<file path="config.mk">
export PLATFORM = sky130hd
export DESIGN_NAME = otter_intr_ctrl
export DESIGN_NICKNAME = d
export VERILOG_FILES = /design/src/rtl/otter_intr_ctrl.sv
export SDC_FILE = /design/constraint.sdc
export NUM_CORES = 1
export LEC_CHECK = 0
export BUFFER_PORTS_ARGS = -buffer_cell sky130_fd_sc_hd__buf_2
export CORE_MARGIN = 5
export CORE_UTILIZATION = 35
export DETAILED_ROUTE_END_ITERATION = 12
export PLACE_DENSITY = 0.62
export SETUP_SLACK_MARGIN = 0.02
export SYNTH_ARGS = -nofsm -noshare
export SYNTH_HDL_FRONTEND = slang
export SYNTH_SLANG_ARGS = --single-unit
export TNS_END_PERCENT = 10
</file>
<file path="constraint.sdc">
create_clock -name CLK -period 1.45 [get_ports CLK]
set_clock_uncertainty 0.05 [all_clocks]
set_input_delay 0.29 -clock CLK [delete_from_list [all_inputs] [get_ports CLK]]
set_output_delay 0.29 -clock CLK [all_outputs]
set_load 0.1 [all_outputs]
</file>
<file path="src/rtl/otter_intr_ctrl.sv">
// Interrupt controller for the OTTER core: edge-triggered pending bits, mask, fixed priority, IDLE/ASSERT/SERVICE handshake.
// Build option: define INTR_SYNC_EN to pass IRQ through a 2-flop synchronizer before edge detection.
module otter_intr_ctrl (
   input  logic       CLK,
   input  logic       RST_N,
   input  logic [3:0] IRQ,
   input  logic       MIE,
   input  logic       MASK_WE,
   input  logic [3:0] MASK_WD,
   input  logic       INT_TAKEN,
   input  logic       MRET,
   output logic       INT,
   output logic [1:0] INT_CAUSE,
   output logic [3:0] PENDING,
   output logic [3:0] MASK,
   output logic [1:0] STATE
);

   // Handshake: INT is held while in ASSERT; the control FSM acknowledges with a
   // one-cycle INT_TAKEN, and the handler ends with a one-cycle MRET.
   typedef enum logic [1:0] {
      ST_IDLE    = 2'd0,
      ST_ASSERT  = 2'd1,
      ST_SERVICE = 2'd2
   } state_t;

   state_t     state;
   logic [3:0] irq_det;
   logic [3:0] irq_prev;
   logic [3:0] rise;
   logic [3:0] ep;
   logic [3:0] clr;
   logic [1:0] sel;
   logic       req;

`ifdef INTR_SYNC_EN
   logic [3:0] sync_q1;
   logic [3:0] sync_q2;

   always_ff @(posedge CLK or negedge RST_N) begin
      if (!RST_N) begin
         sync_q1 <= 4'b0000;
         sync_q2 <= 4'b0000;
      end else begin
         sync_q1 <= IRQ;
         sync_q2 <= sync_q1;
      end
   end

   assign irq_det = sync_q2;
`else
   assign irq_det = IRQ;
`endif

   // History resets to 0 so a source already high at reset release counts as an edge.
   always_ff @(posedge CLK or negedge RST_N) begin
      if (!RST_N) irq_prev <= 4'b0000;
      else        irq_prev <= irq_det;
   end

   assign rise = irq_det & ~irq_prev;
   assign ep   = PENDING & MASK;
   assign req  = MIE & (|ep);

   always_comb begin
      sel = 2'd0;
      if      (ep[0]) sel = 2'd0;
      else if (ep[1]) sel = 2'd1;
      else if (ep[2]) sel = 2'd2;
      else if (ep[3]) sel = 2'd3;
   end

   always_comb begin
      clr = 4'b0000;
      if (state == ST_ASSERT && INT_TAKEN) clr[INT_CAUSE] = 1'b1;
   end

   // Set wins over clear so an edge arriving during acknowledge is never lost.
   always_ff @(posedge CLK or negedge RST_N) begin
      if (!RST_N) begin
         PENDING <= 4'b0000;
         MASK    <= 4'b0000;
      end else begin
         PENDING <= (PENDING & ~clr) | rise;
         if (MASK_WE) MASK <= MASK_WD;
      end
   end

   always_ff @(posedge CLK or negedge RST_N) begin
      if (!RST_N) begin
         state     <= ST_IDLE;
         INT_CAUSE <= 2'd0;
      end else begin
         case (state)
            ST_IDLE: begin
               if (req) begin
                  state     <= ST_ASSERT;
                  INT_CAUSE <= sel;
               end
            end
            ST_ASSERT: begin
               if (INT_TAKEN)  state     <= ST_SERVICE;
               else if (!req)  state     <= ST_IDLE;
               else            INT_CAUSE <= sel;
            end
            ST_SERVICE: begin
               if (MRET) state <= ST_IDLE;
            end
            default: state <= ST_IDLE;
         endcase
      end
   end

   assign INT   = (state == ST_ASSERT);
   assign STATE = state;

endmodule

</file>
# Word level (Yosys, flattened, before mapping)
# Cells that the tools add are included.
dict set report word_totals {
  regBits 16
  in_bits 14
  out_inout_bits 13
  word_cells 42
}
dict set report op_classes {
  order_cmp 2
  eq_ne 6
  mux 15
  n_bitwise 7
  n_reduce_logical 7
}
# op n
set ops {}
lappend ops {{$mux W2} 10}
lappend ops {{$and A4 B4 Y4} 3}
lappend ops {{$not A4 Y4} 2}
lappend ops {{$ne A2 B2 Y1 const B} 3}
lappend ops {{$pmux W2 S3} 1}
lappend ops {{$mux W4} 1}
lappend ops {{$or A4 B4 Y4} 1}
lappend ops {{$pmux W2 S2} 1}
lappend ops {{$reduce_or A4 Y1} 1}
lappend ops {{$lt A2 B3 Y1 const B} 1}
lappend ops {{$ne A3 B3 Y1 const B} 1}
lappend ops {{$reduce_and A3 Y1} 1}
lappend ops {{$demux W1 S2} 1}
lappend ops {{$eq A2 B1 Y1 const B} 1}
lappend ops {{$eq A2 B2 Y1 const B} 1}
lappend ops {{$ge A2 B1 Y1 const B} 1}
lappend ops {{$logic_and A1 B1 Y1} 2}
lappend ops {{$logic_not A2 Y1} 1}
lappend ops {{$reduce_and A2 Y1} 1}
lappend ops {{$reduce_bool A2 Y1} 1}
lappend ops {{$and A1 B1 Y1} 1}
lappend ops {{$mux W1} 1}

# Logic depth before layout (Yosys ltp)
# Gate-level depths: netlist of run 1.
dict set report depth {
  depth_word 8
  ltp_mapped 3
  mapped_depth_nobuf 3
}

# Worst setup path after synthesis of run 1
# OpenSTA, ideal clock, no wires.
dict set report synth_timing {
  path_kind {reg-to-output}
  start {register state[0], in the netlist STATE[0]}
  end {output INT}
  arrival_ps 1558
  t_required_ps 1110
  path_slack_ps -448
  stages_incl_launch_ff 2
  path_buffers 0
  cell_sequence {dfrtp_1 and2b_2}
}
dict set report synth_between {
  elab_chain_len 1
}
# element line
set synth_lines {}
lappend synth_lines {{start, declared} 27} ;# state_t state;
lappend synth_lines {{start signal, assigned} 91} ;# state <= ST_IDLE;
lappend synth_lines {{start signal, assigned} 97} ;# state <= ST_ASSERT;
lappend synth_lines {{start signal, assigned} 102} ;# if (INT_TAKEN) state <= ST_SERVICE;
lappend synth_lines {{$eq A2 B1 Y1} 114} ;# assign INT = (state == ST_ASSERT);
lappend synth_lines {{end, declared} 12} ;# output logic INT,
# No other way between the ends.

# Final worst setup path of run 1
dict set report layout_timing {
  start {register state[1], in the netlist STATE[1]}
  end {output INT}
}
# Same word-level chain as after synthesis.

==> run summary, run 1 <==
Synthesized cell area = 636 µm²
Port Buf Inserts = 26
Register area share after synthesis = 63.0%
WL/cell = 13.9 µm
CP required = 1.11 ns
Grt total ovfl = 0
Area growth syn-to-layout = 65.2%
Total number of H-tree levels = 1
Max-Cap Viols = 0
Routability cong. = 0.792
Final hold vios = 0
FMAX = 694 MHz
CTS Buf Count = 3
Hold slack final = 0.0727 ns
Gr usage total = 12.4%
Measured slew at the worst slew-check pin = 0.348 ns
Nets@finish = 98
DRT antenna net count = 0
Initial DRT Pass Iterations = 4
Fin worst setup slack = 0.00908 ns
Top FF cell, synth = dfrtp_1
Post-DP HPWL = 1210 µm
Via count = 520
Cell accounting for the most synthesized area = dfrtp_1
Hold Startpoint = IRQ[1]
Post-route insts no fill = 108
Placed Instance Area = 0.00101 mm²
Pre-CTS worst setup slack = 0.145 ns
Share of layout cells above drive strength 1 = 55.4%
Vias in the first global route = 503
Setup violations, final = 0
Cell with the most instances after synthesis = dfrtp_1
Post-synth EDFFs = 0
Skew-Pair Late Insertion Delay = 0.28 ns
Async SR Flop Fraction = 100%
Type of origin of the critical path = register
CTS sink cnt = 16
Crit path arrival time = 1.10 ns
Initial antenna violation count = 0
Die height = 52.6 µm
DIE WIDTH = 52.6 µm
Status = finished clean
Post-synth cell types = 15
Fillers = 145
Starting DRT DRC Count = 10
Max-slew headroom = 76.8%
Fin crit period = 1.44 ns
Post-synth net total = 65
Peak VDD IR = 1.00 mV
I/O Pins = 27
Placed insts = 102
DRC violations left = 0
Leak = 0.000478 µW
Starting Density = 36.8%
Max Transition Viols Final = 0
Syn avg cell area = 12.5 µm²
DRT Wirelength = 1500 µm
First-pass GRT wire length = 2420 µm
Diode count = 0
Total Power = 2030 µW
Reg-to-reg startpoint = STATE[1]$_DFFE_PN0P_
Core Region = 0.00173 mm²
Synth cell count leaders = dfrtp_1 (16), o21ai_0 (6), inv_1 (5)
Pwr dens = 1930 mW/mm²
Setup CP Type = reg2out
Row count = 15
Synthesis-stage register bit count = 16
Reg area = 413 µm²
Die ar. = 0.00277 mm²
Max Root-Sink Buffers = 2
Top cell type's share of synthesized area = 63.0%
Area contributors post-synth = dfrtp_1 (63%), mux2_2 (7.1%), o21ai_0 (4.7%)
CTS tree = built
Largest net degree at the start of global routing = 17
Period utilisation layout = 99.4%
Synthesized instance count = 51
Crit. End Element = primary output
CTS root buf = clkbuf_4
Reg clk slew, reported paths = 0.09 ns
HP Class = in2reg
Design Area, Final = 0.00105 mm²
CP Launch Point = STATE[1]$_DFFE_PN0P_
RSZ-0062 raised after global routing = yes
Area of the multi-input gates = 218 µm²
CP max FO = 2
Synth Warn # = 0
Vias per cell = 4.81
[per-layer routing]
layer  track usage, %  wire length, µm
met1             14.5              644
met2             20.5              745
met4             7.66               13
met3             2.56               97
met5                0                0
[registers in the layout, summed over array words and instances (netlist names)]
| signal | count |
|---|---|
| MASK | 4 |
| PENDING | 4 |
| irq_prev | 4 |
| INT_CAUSE | 2 |
| STATE | 2 |
[what timing repair did]
action,CTS,global route
endpoints found under the hold margin,16,0
resized for setup,0,0
setup buffers,1,0
setup endpoints to repair,1,2
hold buffers,1,0
gates cloned,0,0
[worst paths after layout]
check / endpoint / slack [ns] / cells after the start
hold / removal: irq_prev[1]$_DFF_PN0_ / 0.07 / 1
min in group asynchronous: irq_prev[1]$_DFF_PN0_ / 0.39 / 2
max in group asynchronous: STATE[0]$_DFFE_PN0P_ / 0.68 / 2
setup reg to reg: PENDING[2]$_DFF_PN0_ / 0.05 / 4
setup / recovery: INT / 0.009 / 2
hold reg to reg: PENDING[0]$_DFF_PN0_ / 0.37 / 1
[critical path, cell delays in order (launching register included)]
cell	delay, ns
dfrtp_2	0.40
and2b_4	0.26
buf_12	0.17
[logic make-up after synthesis]
logic type      share of synthesized area, %
simple gates                            9.84
compound gates                          17.1
flops                                   63.0
buf+inv                                 2.95
mux                                     7.09
[where the power goes]
group	switching, µW	total [µW]	internal, µW
clock	128	235	107
combinational	720	1130	409
sequential	131	667	536
total	979	2030	1050
[stage by stage]
step	util, %	setup TNS, ns
after floorplan	-	-0.0959
after global placement	58.3	0
after detailed placement	58.3	0
after CTS	60.8	-0.0108
after global routing	60.8	-0.0386
final	60.8	0
[cell type report]
class	instances	share of cell area, %
Timing Repair Buffer	28	32.7
Tap cell	25	2.98
Inverter	5	1.79
Clock buffer	4	2.50
Multi-Input combinational cell	30	20.7
Sequential cell	16	39.3
[cell usage in the layout (no fill, tap or decap), types with 3 or more instances in the layout]
cell	Yosys	routed
o21ai_0	6	6
buf_2	0	13
a22o_1	3	3
inv_1	5	5
a31oi_1	4	4
dfrtp_2	0	10
buf_12	0	13
mux2_2	4	4
clkbuf_4	0	3
dfrtp_1	16	6
nand2_1	4	4
No activity file was read; power rests on OpenSTA's default activity.
==> run 2: changes to the inputs <==
ABC_AREA = 1   (was not set)
CTS_CLUSTER_SIZE = 25   (was not set)
PLACE_DENSITY = 0.61   (was 0.62)
SLEW_MARGIN = 20   (was not set)
==> run summary, run 2 <==
Core Region = 0.00176 mm²
CTS Buf Count = 3
DIE WIDTH = 53.4 µm
Reg-to-reg startpoint = STATE[1]$_DFFE_PN0P_
Commonest non-fill, non-tap cell in the layout = nand2_1
Design Area, Final = 0.00106 mm²
Area of the multi-input gates = 210 µm²
Adder-Cell Fraction of Synth Area = 0%
Crit path arrival time = 1.14 ns
Setup CP Type = reg2out
FMAX = 674 MHz
Setup TNS = -0.0336 ns
Crit. End Element = primary output
Pwr dens = 1900 mW/mm²
CTS root buf = clkbuf_4
Post-DP HPWL = 1070 µm
Skew-Pair Late Insertion Delay = 0.29 ns
Synthesized cell area = 658 µm²
Initial DRT Pass Iterations = 4
Syn avg cell area = 9.82 µm²
Post-route insts no fill = 126
Share of layout cells above drive strength 1 = 53.5%
Synthesized instance count = 67
CP max FO = 2
Post-synthesis compound-gate area fraction = 7.98%
Max Transition Viols Final = 0
Post-synth EDFFs = 0
Peak VDD IR = 1.28 mV
Async SR Flop Fraction = 100%
Max-Cap Viols = 0
Total number of H-tree levels = 1
CP required = 1.11 ns
Final hold vios = 0
Placed insts = 118
Reg area = 415 µm²
Pre-CTS worst setup slack = 0.210 ns
R2R depth = 7
Grt total ovfl = 0
Nets@finish = 116
Flop2flop setup slack = 0.15 ns
Die ar. = 0.00285 mm²
I/O Pins = 27
Top cell type's share of synthesized area = 60.8%
Hold EP = irq_prev[3]$_DFF_PN0_
WHS Path Cells = 1
Status = finished with violations
Cell accounting for the most synthesized area = dfrtp_1
Reg clk slew, reported paths = 0.09 ns
Period utilisation layout = 102%
Diode count = 0
Port Buf Inserts = 26
Reg2Reg Capture Point = PENDING[0]$_DFF_PN0_
First-pass GRT wire length = 2330 µm
Post-Synth Simple-Gate Area = 15.8%
Routability cong. = 0.711
Max-slew headroom = 76.6%
CTS sink cnt = 16
Fillers = 167
Hold slack final = 0.0668 ns
Failing checks = setup timing
Synthesis-stage register bit count = 16
Post-synth cell types = 14
Synth cell count leaders = dfrtp_1 (16), nand2_1 (14), inv_1 (13)
Vias per cell = 4.35
Via count = 548
Vias in the first global route = 547
Starting Density = 37.3%
DRT Wirelength = 1400 µm
Area contributors post-synth = dfrtp_1 (61%), nand2_1 (8.0%), inv_1 (7.4%)
Hold Startpoint = IRQ[3]
Initial antenna violation count = 0
DRC violations left = 0
Setup violations, final = 1
Type of origin of the critical path = register
Placed Instance Area = 973 µm²
Row count = 15
Max Root-Sink Buffers = 2
Die height = 53.4 µm
RSZ-0062 raised after global routing = yes
Largest family of logic cells by synthesized area = simple AND/OR/NAND/NOR gates
Largest registers = MASK: 4 flops, PENDING: 4 flops, irq_prev: 4 flops
CTS tree = built
Leak = 0.000528 µW
Synth Warn # = 0
Starting DRT DRC Count = 3
Fin crit period = 1.48 ns
Register area share after synthesis = 60.8%
Cell with the most instances after synthesis = dfrtp_1
Post-synth net total = 81
Top FF cell, synth = dfrtp_1
Most frequent cells in the layout = nand2_1 (14), buf_2 (13), inv_1 (12), dfrtp_2 (9), buf_12 (9)
Measured slew at the worst slew-check pin = 0.350 ns
Largest net degree at the start of global routing = 17
Xor-xnor portion of the synthesized cell area = 0%
Gr usage total = 11.7%
Area growth syn-to-layout = 61.6%
DRT antenna net count = 0
WL/cell = 11.1 µm
HP Class = in2reg
Fin worst setup slack = -0.0336 ns
Mux cell area share after synthesis = 6.84%
## run 2: cell types whose count changed after synthesis, sizes merged, moves of 2 or more
cell / previous run / this run
a22o: 3 / 0
o21ai: 6 / 8
and2b: 2 / 0
a31oi: 4 / 0
nor2: 0 / 3
inv: 5 / 15
nand2: 4 / 15
nand3: 0 / 3
## run 2: cell families (layout without fill, tap and decap cells)
kind of cell | after synthesis | in the layout
AO/OA/AOI/OAI | 10 | 10
flip-flops | 16 | 16
AND/OR/NAND/NOR | 22 | 22
buffers and inverters | 15 | 49
multiplexers | 4 | 4
## run 2: through the flow
step	utilization (%)	total power [µW]
3_3_place_gp	55.2	1690
5_1_grt	60.3	2130
2_1_floorplan	-	1310
6_report	60.3	2020
3_5_place_dp	55.2	1700
4_1_cts	60.1	2040
## run 2: worst max-delay path by stage
stage	from	end	slack (ns)	depth (start not counted)
after floorplan	STATE[0]$_DFFE_PN0P_	INT	-0.12	2
after global placement	STATE[1]$_DFFE_PN0P_	INT	0.23	4
after detailed placement	STATE[1]$_DFFE_PN0P_	INT	0.21	4
after CTS	STATE[1]$_DFFE_PN0P_	INT	-0.05	4
after global routing	STATE[1]$_DFFE_PN0P_	INT	-0.1	4
final	STATE[1]$_DFFE_PN0P_	INT	-0.03	4
## run 2: cell type report
class	instances	area share (%)
flip-flops and latches	16	39.1
inverters	15	5.88
multi-input cells	36	19.8
clock buffers	4	3.41
well taps	25	2.94
repair buffers	30	28.9
## run 2: per-layer routing
layer / GRT usage (%) / vias to the layer above / wire length (µm)
li1: - / 278 / -
met1: 12.9 / 252 / 590
met2: 18.6 / 15 / 707
met3: 6.48 / 3 / 92
met4: 4.68 / 0 / 11
met5: 0 / - / 0
## run 2: critical path: stages (launching register included)
cell and delay (ns):
dfrtp_4 0.50, inv_4 0.07, nand2_4 0.05, clkinvlp_4 0.08, buf_12 0.16
## run 2: power breakdown
part | total [µW] | leakage [µW] | switching (µW) | internal [µW]
registers | 638 | 0.000173 | 106 | 532
clock network | 289 | 0.0000210 | 136 | 153
logic | 1100 | 0.000334 | 733 | 365
## run 2: what timing repair did
item	CTS	global route
endpoints found under the setup margin	5	3
buffers inserted	3	0
gates resized for setup	6	1
hold buffers	1	0
endpoints found under the hold margin	16	0
==> run 3: changes to the inputs <==
--- a/constraint.sdc
+++ b/constraint.sdc
@@ -3,3 +3,3 @@
 set_input_delay 0.29 -clock CLK [delete_from_list [all_inputs] [get_ports CLK]]
 set_output_delay 0.29 -clock CLK [all_outputs]
-set_load 0.1 [all_outputs]
+set_load 0.05 [all_outputs]
==> run summary, run 3 (synthesized netlist as in run 2, its figures left out) <==
Measured slew at the worst slew-check pin = 0.347 ns
DIE WIDTH = 53.4 µm
Status = finished clean
DRT antenna net count = 0
CTS tree = built
Commonest non-fill, non-tap cell in the layout = buf_2
DRT Wirelength = 1300 µm
Period utilisation layout = 93.8%
HP Class = in2reg
Fin worst setup slack = 0.0895 ns
CP max FO = 3
Crit. End Element = primary output
Reg clk slew, reported paths = 0.09 ns
Core Region = 0.00176 mm²
Share of layout cells above drive strength 1 = 40.8%
Setup bufs post-CTS = 0
Row count = 15
CTS Buf Count = 3
Skew-Pair Late Insertion Delay = 0.28 ns
Die ar. = 0.00285 mm²
Max-slew headroom = 76.8%
Initial DRT Pass Iterations = 4
Capture point of the worst path = INT
Starting Density = 37.3%
CTS sink cnt = 16
Via count = 534
Nets@finish = 113
Max Root-Sink Buffers = 2
I/O Pins = 27
Leak = 0.000472 µW
Largest net degree at the start of global routing = 17
Setup violations, final = 0
Crit path arrival time = 1.02 ns
Port Buf Inserts = 26
Gr usage total = 10.8%
Pre-CTS worst setup slack = 0.306 ns
Diode count = 0
Total number of H-tree levels = 1
CTS root buf = clkbuf_4
Setup TNS = 0 ns
R2R depth = 6
Die height = 53.4 µm
DRC violations left = 0
Area growth syn-to-layout = 32.7%
Most frequent cells in the layout = buf_2 (25), dfrtp_1 (15), nand2_1 (14), inv_1 (13), o21ai_1 (8)
Routability cong. = 0.711
Final hold vios = 0
Peak VDD IR = 0.882 mV
Reg2Reg Capture Point = PENDING[0]$_DFF_PN0_
Starting DRT DRC Count = 9
Setup CP Type = reg2out
Fin crit period = 1.36 ns
Initial antenna violation count = 0
Flop2flop setup slack = 0.37 ns
FMAX = 735 MHz
Type of origin of the critical path = register
Max Transition Viols Final = 0
WL/cell = 10.6 µm
RSZ-0062 raised after global routing = no
Max-Cap Viols = 0
Vias in the first global route = 532
CP Launch Point = STATE[1]$_DFFE_PN0P_
Vias per cell = 4.34
CP required = 1.11 ns
Reg-to-reg startpoint = STATE[1]$_DFFE_PN0P_
First-pass GRT wire length = 2240 µm
Pwr dens = 1640 mW/mm²
Post-DP HPWL = 1110 µm
Grt total ovfl = 0
Largest registers = MASK: 4 flops, PENDING: 4 flops, irq_prev: 4 flops
-- run 3: cell types whose count changed in the layout (fill, tap and decap cells not counted), sizes merged --
cell and change:
buf -3, clkinvlp -1, inv +1
-- run 3: area by class of cell --
class                   count  area (µm²)
clock buffers               4        36.3
fillers                   179         891
inverters                  15        56.3
multi-input cells          36         201
flip-flops and latches     16         402
well taps                  25        31.3
repair buffers             27         146
-- run 3: worst min-delay path by stage --
stage	start	endpoint	slack, ns	cells after the start
finish	IRQ[0]	irq_prev[0]$_DFF_PN0_	0.08	1
detailed placement	RST_N	irq_prev[3]$_DFF_PN0_	0.17	1
global route	IRQ[0]	irq_prev[0]$_DFF_PN0_	0.05	1
CTS	IRQ[0]	irq_prev[0]$_DFF_PN0_	0.07	1
global placement	RST_N	irq_prev[2]$_DFF_PN0_	0.17	1
floorplan	RST_N	INT_CAUSE[0]$_DFFE_PN0P_	-0.06	0
-- run 3: timing repair --
item                                    CTS  global route
resized for setup                         1             1
cloned                                    0             0
endpoints found under the hold margin    16             0
pin swaps                                 0             0
endpoints found under the setup margin    1             1
hold buffers                              1             0
-- run 3: stage by stage --
step / instances / hold WS [ns] / total power [µW] / cell area [µm²] / util (%)
after detailed placement: 118 / 0.169 / 1150 / 821 / 46.5
after CTS: 123 / 0.0669 / 1450 / 870 / 49.3
after floorplan: 67 / -0.0556 / 1000 / 659 / -
after global routing: 123 / 0.0504 / 1530 / 873 / 49.5
after global placement: 118 / 0.169 / 1140 / 821 / 46.5
final: 123 / 0.0752 / 1430 / 873 / 49.5
-- run 3: worst max-delay path, stage by stage, from the launching register on --
cell and delay [ns]:
dfrtp_1 0.39, inv_2 0.07, nand2_2 0.07, inv_1 0.07
buf_6 0.15
-- run 3: power by group --
group          switching [µW]  leakage (µW)  internal (µW)
Combinational             420      0.000270            143
Clock                     131     0.0000210            153
Sequential               63.8      0.000181            521
-- run 3: per-layer routing --
metal,GRT usage [%],wire (µm)
met5,0,0
met2,18.8,684
met4,3.83,5
met3,3.38,83
met1,12.3,528
